--- config.mk ---
export PLATFORM = sky130hd
export DESIGN_NAME = dump_tx
export DESIGN_NICKNAME = d
export VERILOG_FILES = /design/src/rtl/dump_tx.sv
export SDC_FILE = /design/constraint.sdc
export NUM_CORES = 1
export LEC_CHECK = 0
export CORE_MARGIN = 5
export CORE_UTILIZATION = 55
export DETAILED_ROUTE_END_ITERATION = 12
export PLACE_DENSITY = 0.85
export SYNTH_ARGS = -nofsm -noshare
export SYNTH_HDL_FRONTEND = slang
export SYNTH_SLANG_ARGS = --single-unit
--- constraint.sdc ---
create_clock -name clk -period 5.5 [get_ports clk]
set_clock_uncertainty 0.1 [all_clocks]
set_input_delay 1.1 -clock clk [delete_from_list [all_inputs] [get_ports clk]]
set_output_delay 1.1 -clock clk [all_outputs]
set_load 0.01 [all_outputs]
--- src/rtl/dump_tx.sv ---
// Capture-RAM dump transmitter: requests a dump, serializes each presented
// byte as a UART 8N1 frame, and acknowledges it back to the capture unit.
module dump_tx #(
  parameter int unsigned BAUD_DIV = 868
) (
  input  logic       clk,
  input  logic       rst_n,
  input  logic       dump_req,
  output logic       busy,
  output logic       start_dump,
  input  logic       send_dump,
  input  logic [7:0] ram_data,
  output logic       dump_sent,
  input  logic       dump_finished,
  output logic       done,
  output logic [9:0] byte_cnt,
  output logic       tx
);

  localparam int unsigned CNT_W    = 16;
  localparam int unsigned IDX_W    = 4;
  localparam int unsigned CNT_MAX  = 512;
  localparam int unsigned STOP_IDX = 9;

  localparam logic [CNT_W-1:0] BAUD_LAST = CNT_W'(BAUD_DIV - 1);

  typedef enum logic [2:0] {
    IDLE,
    REQ,
    WAIT_DATA,
    ACK,
    DRAIN
  } state_t;

  state_t state, state_next;

  logic             sh_active;
  logic [CNT_W-1:0] baud_cnt;
  logic [IDX_W-1:0] bit_idx;
  logic [7:0]       sh_data;

  logic bit_end_c;
  logic frame_end_c;
  logic sh_ready_c;
  logic load_c;

  // Shifter counts as ready during the last stop-bit cycle so frames chain with no gap.
  assign bit_end_c   = sh_active && (baud_cnt == BAUD_LAST);
  assign frame_end_c = bit_end_c && (bit_idx == IDX_W'(STOP_IDX));
  assign sh_ready_c  = !sh_active || frame_end_c;

  always_ff @(posedge clk or negedge rst_n) begin
    if (!rst_n) begin
      state <= IDLE;
    end else begin
      state <= state_next;
    end
  end

  always_comb begin
    state_next = state;
    load_c     = 1'b0;
    case (state)
      IDLE:      if (dump_req) state_next = REQ;
      REQ:       state_next = WAIT_DATA;
      WAIT_DATA: begin
        if (send_dump && sh_ready_c) begin
          load_c     = 1'b1;
          state_next = ACK;
        end
      end
      ACK:       state_next = dump_finished ? DRAIN : WAIT_DATA;
      DRAIN:     if (sh_ready_c) state_next = IDLE;
      default:   state_next = IDLE;
    endcase
  end

  // Handshake outputs are registered copies of the upcoming state.
  always_ff @(posedge clk or negedge rst_n) begin
    if (!rst_n) begin
      busy       <= 1'b0;
      start_dump <= 1'b0;
      dump_sent  <= 1'b0;
      done       <= 1'b0;
      byte_cnt   <= '0;
    end else begin
      busy       <= (state_next != IDLE);
      start_dump <= (state_next == REQ);
      dump_sent  <= (state_next == ACK);
      done       <= (state == DRAIN) && (state_next == IDLE);
      if ((state == IDLE) && dump_req) begin
        byte_cnt <= '0;
      end else if (load_c && (byte_cnt != 10'(CNT_MAX))) begin
        byte_cnt <= byte_cnt + 10'd1;
      end
    end
  end

  // UART shifter: bit_idx 0 is the start bit, 1..8 data LSB first, 9 the stop bit.
  always_ff @(posedge clk or negedge rst_n) begin
    if (!rst_n) begin
      sh_active <= 1'b0;
      baud_cnt  <= '0;
      bit_idx   <= '0;
      sh_data   <= '0;
      tx        <= 1'b1;
    end else if (load_c) begin
      sh_active <= 1'b1;
      baud_cnt  <= '0;
      bit_idx   <= '0;
      sh_data   <= ram_data;
      tx        <= 1'b0;
    end else if (bit_end_c) begin
      baud_cnt <= '0;
      if (bit_idx == IDX_W'(STOP_IDX)) begin
        sh_active <= 1'b0;
        tx        <= 1'b1;
      end else begin
        bit_idx <= bit_idx + IDX_W'(1);
        tx      <= sh_data[0];
        sh_data <= {1'b1, sh_data[7:1]};
      end
    end else if (sh_active) begin
      baud_cnt <= baud_cnt + CNT_W'(1);
    end
  end

endmodule

==> impl_summary.log <==
INFO  metric syn2layout_area_growth = 17.5%
INFO  metric grt_pass1_vias = approximately 1800
INFO  metric hpwl = roughly 3200 microns
INFO  metric firstDrtPassIters = 4
INFO  metric fp.dieArea = 0.00571 sq mm
INFO  metric cts_tree = built
INFO  metric drt_first_iter_violations = about 120
INFO  metric groute.usage.overall = a little under a fifth
INFO  metric critical_path_required = 5.58 ns
INFO  metric final_hold_viol_count = 0
INFO  metric finalWirelength = between 4000 and 5000 microns
INFO  metric totalNegativeSetupSlack = 0 ns
INFO  metric die-height = 75.6 microns
INFO  metric preCtsSetupSlack = approximately 2.3 ns
INFO  metric critical_path.startpoint = send_dump
INFO  metric mostFrequentLayoutCell = sky130_fd_sc_hd__dfrtp_1
INFO  metric post_cts_buffers = 0
INFO  metric insertedDiodeCount = 0
INFO  metric routed_wire_length_per_instance = between 10 and 15 microns
INFO  metric grt-busiest-layer = met2
INFO  metric vias_per_cell = 5.93
INFO  metric largest_net_degree_at_the_start_of_global_routing = between 40 and 50
INFO  metric groute.layer.met3.usage = 5.15%
INFO  metric worstReg2RegStart = baud_cnt[0]$_DFFE_PN0P_
INFO  metric cts_hold_repair.buffers = 0
INFO  metric initial_core_util = about 58%
INFO  metric cts.htree.levels = 2
INFO  metric final_critical_period = about 3.0 ns
INFO  metric gpl.final_weighted_congestion = around 0.85
INFO  metric root_buffer = sky130_fd_sc_hd__clkbuf_8
INFO  metric arrival = 3.03 ns
INFO  metric drive_above_1_share = around 7.6%
INFO  metric finish.net_count = 281
INFO  metric layout_worst_path_cycle_share = around 54%
INFO  metric vias = 1863
INFO  metric path_clk_slew = 0.08 ns
INFO  metric numPortBuffers = 27
INFO  metric worst-path-max-fanout = 23
INFO  metric netlist_area = 0.00237 sq mm
INFO  metric wire_length_of_the_first_global_routing_pass = a little under 8000 microns
INFO  metric slew_violations = 0
INFO  metric worst-slew-pin-transition = ~1.0 ns
INFO  metric synth_fp_nets = between 200 and 300
INFO  metric initial_antenna_violation_count = 0
INFO  metric crit_path_end_kind = flop
INFO  metric cell_area_placed = between 0.002 and 0.003 sq mm
INFO  metric post_synthesis_sequential_element_count = 47
INFO  metric die-width = around 76 microns
INFO  metric fin_ws = 2.55 ns
INFO  metric floorplan.core_area = approximately 0.004 sq mm
INFO  metric synth_cells = around 240
INFO  metric start_kind = primary input
INFO  metric globalRoute.totalOverflow = 0
INFO  metric core.rowCount = 23
INFO  metric yosys.area.top_type = sky130_fd_sc_hd__dfrtp_1
INFO  metric crit_end = byte_cnt[2]$_DFFE_PN0P_
INFO  metric r2r-end = sh_data[0]$_DFFE_PN0P_
INFO  metric worstHoldPathType = reg2reg
INFO  metric cts.path.max_buffers = 2
INFO  metric synth_flop_cell = sky130_fd_sc_hd__dfrtp_1
INFO  metric cts_resized = 0
INFO  metric ff2ff_path_depth = 7
INFO  metric total_leakage_power = roughly 1.1 nW
INFO  metric synth_edf_count = 0
INFO  metric unrepaired_setup_endpoints_after_global_routing = false
INFO  metric cellPowerDensity = 223 mW/mm^2
INFO  metric synth_async_sr_flop_share = 100%
INFO  metric grtUsageMet1 = ~23%
INFO  metric slew_headroom = about a third
INFO  metric outcome = completed
INFO  metric setup-violations-final = 0
INFO  metric share_of_yosys_cell_area_claimed_by_the_top_area_cell_type = a little under 50%
INFO  metric seq_area_frac_synth = between 40% and 50%
INFO  metric regToRegSetupSlack = a little under 3 ns
INFO  metric synthDistinctLibCells = 42
INFO  metric design_area = between 0.002 and 0.003 sq mm
INFO  metric cts_buffers = 5
INFO  metric netlist_top_cells_area = sky130_fd_sc_hd__dfrtp_1 (49%), sky130_fd_sc_hd__o21ai_0 (4.0%), sky130_fd_sc_hd__mux2i_1 (3.4%)
INFO  metric mostFrequentLayoutCells = sky130_fd_sc_hd__dfrtp_1 (46), sky130_fd_sc_hd__clkdlybuf4s50_1 (26), sky130_fd_sc_hd__nand2_1 (20)
INFO  metric synth.yosys.warnings = 0
INFO  metric post_route_drc_violation_count = 0
INFO  metric detail-route-antenna-nets = 0
INFO  metric numClockSinks = 47
INFO  metric grt_util_met2 = 29.8%
INFO  metric ir_drop = 164 uV
INFO  metric worstSetupPathType = in2reg
INFO  metric cap_viol_max_count = 0
INFO  metric post_synthesis_area_per_instance = about 10 sq um
INFO  metric achievable-frequency = approximately 340 MHz
INFO  metric power = roughly 0.62 mW
INFO  metric num_io_pins = 28
INFO  metric clock_insertion_delay_worst_skew = 0.30 ns
[power breakdown]
group	switching, mW	internal, mW	total [mW]
clock	0.113	0.147	0.260
sequential	0	0.345	0.345
combinational	0.00770	0.00721	0.0149
[sequential cells by signal (all words and copies together), names as in the netlist, 3 cells and up]
register / count
baud_cnt: 16
bit_idx: 4
byte_cnt: 10
sh_data: 8
state: 3
[synth_stat cells (all sizes together), types with 2 or more instances]
cell and n:
nand3b 2, nand3 14, buf 6, o22ai 2, ha 5, nor4 3
dfrtp 46, or3 8, inv 10, and4bb 2, mux2i 8, and3 2
nor3 5, or4 5, nor2 20, nand4 6, and4 3, xor2 7
o21ai 19, nand2 20, o31ai 7, xnor2 5, and2 2, a21oi 16
[worst min-delay path by stage]
| stage | from | endpoint | slack [ns] | depth (start not counted) |
|---|---|---|---|---|
| 2_1_floorplan | sh_data[1]$_DFFE_PN0P_ | sh_data[0]$_DFFE_PN0P_ | 0.37 | 2 |
| 3_3_place_gp | sh_data[1]$_DFFE_PN0P_ | sh_data[0]$_DFFE_PN0P_ | 0.39 | 2 |
| 3_5_place_dp | sh_data[1]$_DFFE_PN0P_ | sh_data[0]$_DFFE_PN0P_ | 0.40 | 2 |
| 4_1_cts | sh_data[1]$_DFFE_PN0P_ | sh_data[0]$_DFFE_PN0P_ | 0.42 | 2 |
| 5_1_grt | sh_data[1]$_DFFE_PN0P_ | sh_data[0]$_DFFE_PN0P_ | 0.44 | 2 |
| 6_report | sh_data[1]$_DFFE_PN0P_ | sh_data[0]$_DFFE_PN0P_ | 0.41 | 2 |
[per-layer routing]
metal / wire (microns) / vias up
met3: 240 / 9
met4: 72 / 0
met1: 2000 / 901
li1: - / 907
met2: 2250 / 46
met5: 0 / -
[area by class of cell]
class	count	area (sq um)
multi-input cells	170	1110
inverters	11	41.3
fillers	319	1310
clock inverters	2	35.0
flip-flops and latches	47	1180
repair buffers	28	273
clock buffers	6	82.6
well taps	50	62.6
[cell families (layout without fill, tap and decap cells)]
group           after synthesis  in the layout  synth area share (%)
fa+ha+maj                     5              5                  2.64
compound gates               48             48                  12.9
simple gates                 96             96                  23.0
mux                           9              9                  3.86
xor+xnor                     12             12                  4.44
buf+inv                      18             47                  3.38
flops                        47             47                  49.8
[through the flow]
| stage | cells | hold slack, ns | util [%] |
|---|---|---|---|
| 2_1_floorplan | 235 | 0.371 | - |
| 3_3_place_gp | 306 | 0.391 | 65.2 |
| 3_5_place_dp | 306 | 0.395 | 65.2 |
| 4_1_cts | 314 | 0.417 | 68.0 |
| 5_1_grt | 314 | 0.437 | 68.0 |
| 6_report | 314 | 0.415 | 68.0 |
[worst max-delay path, cell delays in order]
cell                              delay (ns)
sky130_fd_sc_hd__clkdlybuf4s50_1        0.49
sky130_fd_sc_hd__nand4bb_2              0.26
sky130_fd_sc_hd__nor2_2                 0.24
sky130_fd_sc_hd__a21oi_4                0.11
sky130_fd_sc_hd__inv_1                  0.48
sky130_fd_sc_hd__nand3_1                0.18
sky130_fd_sc_hd__mux2i_1                0.15
Note: power is estimated with default switching activity, not from simulation.
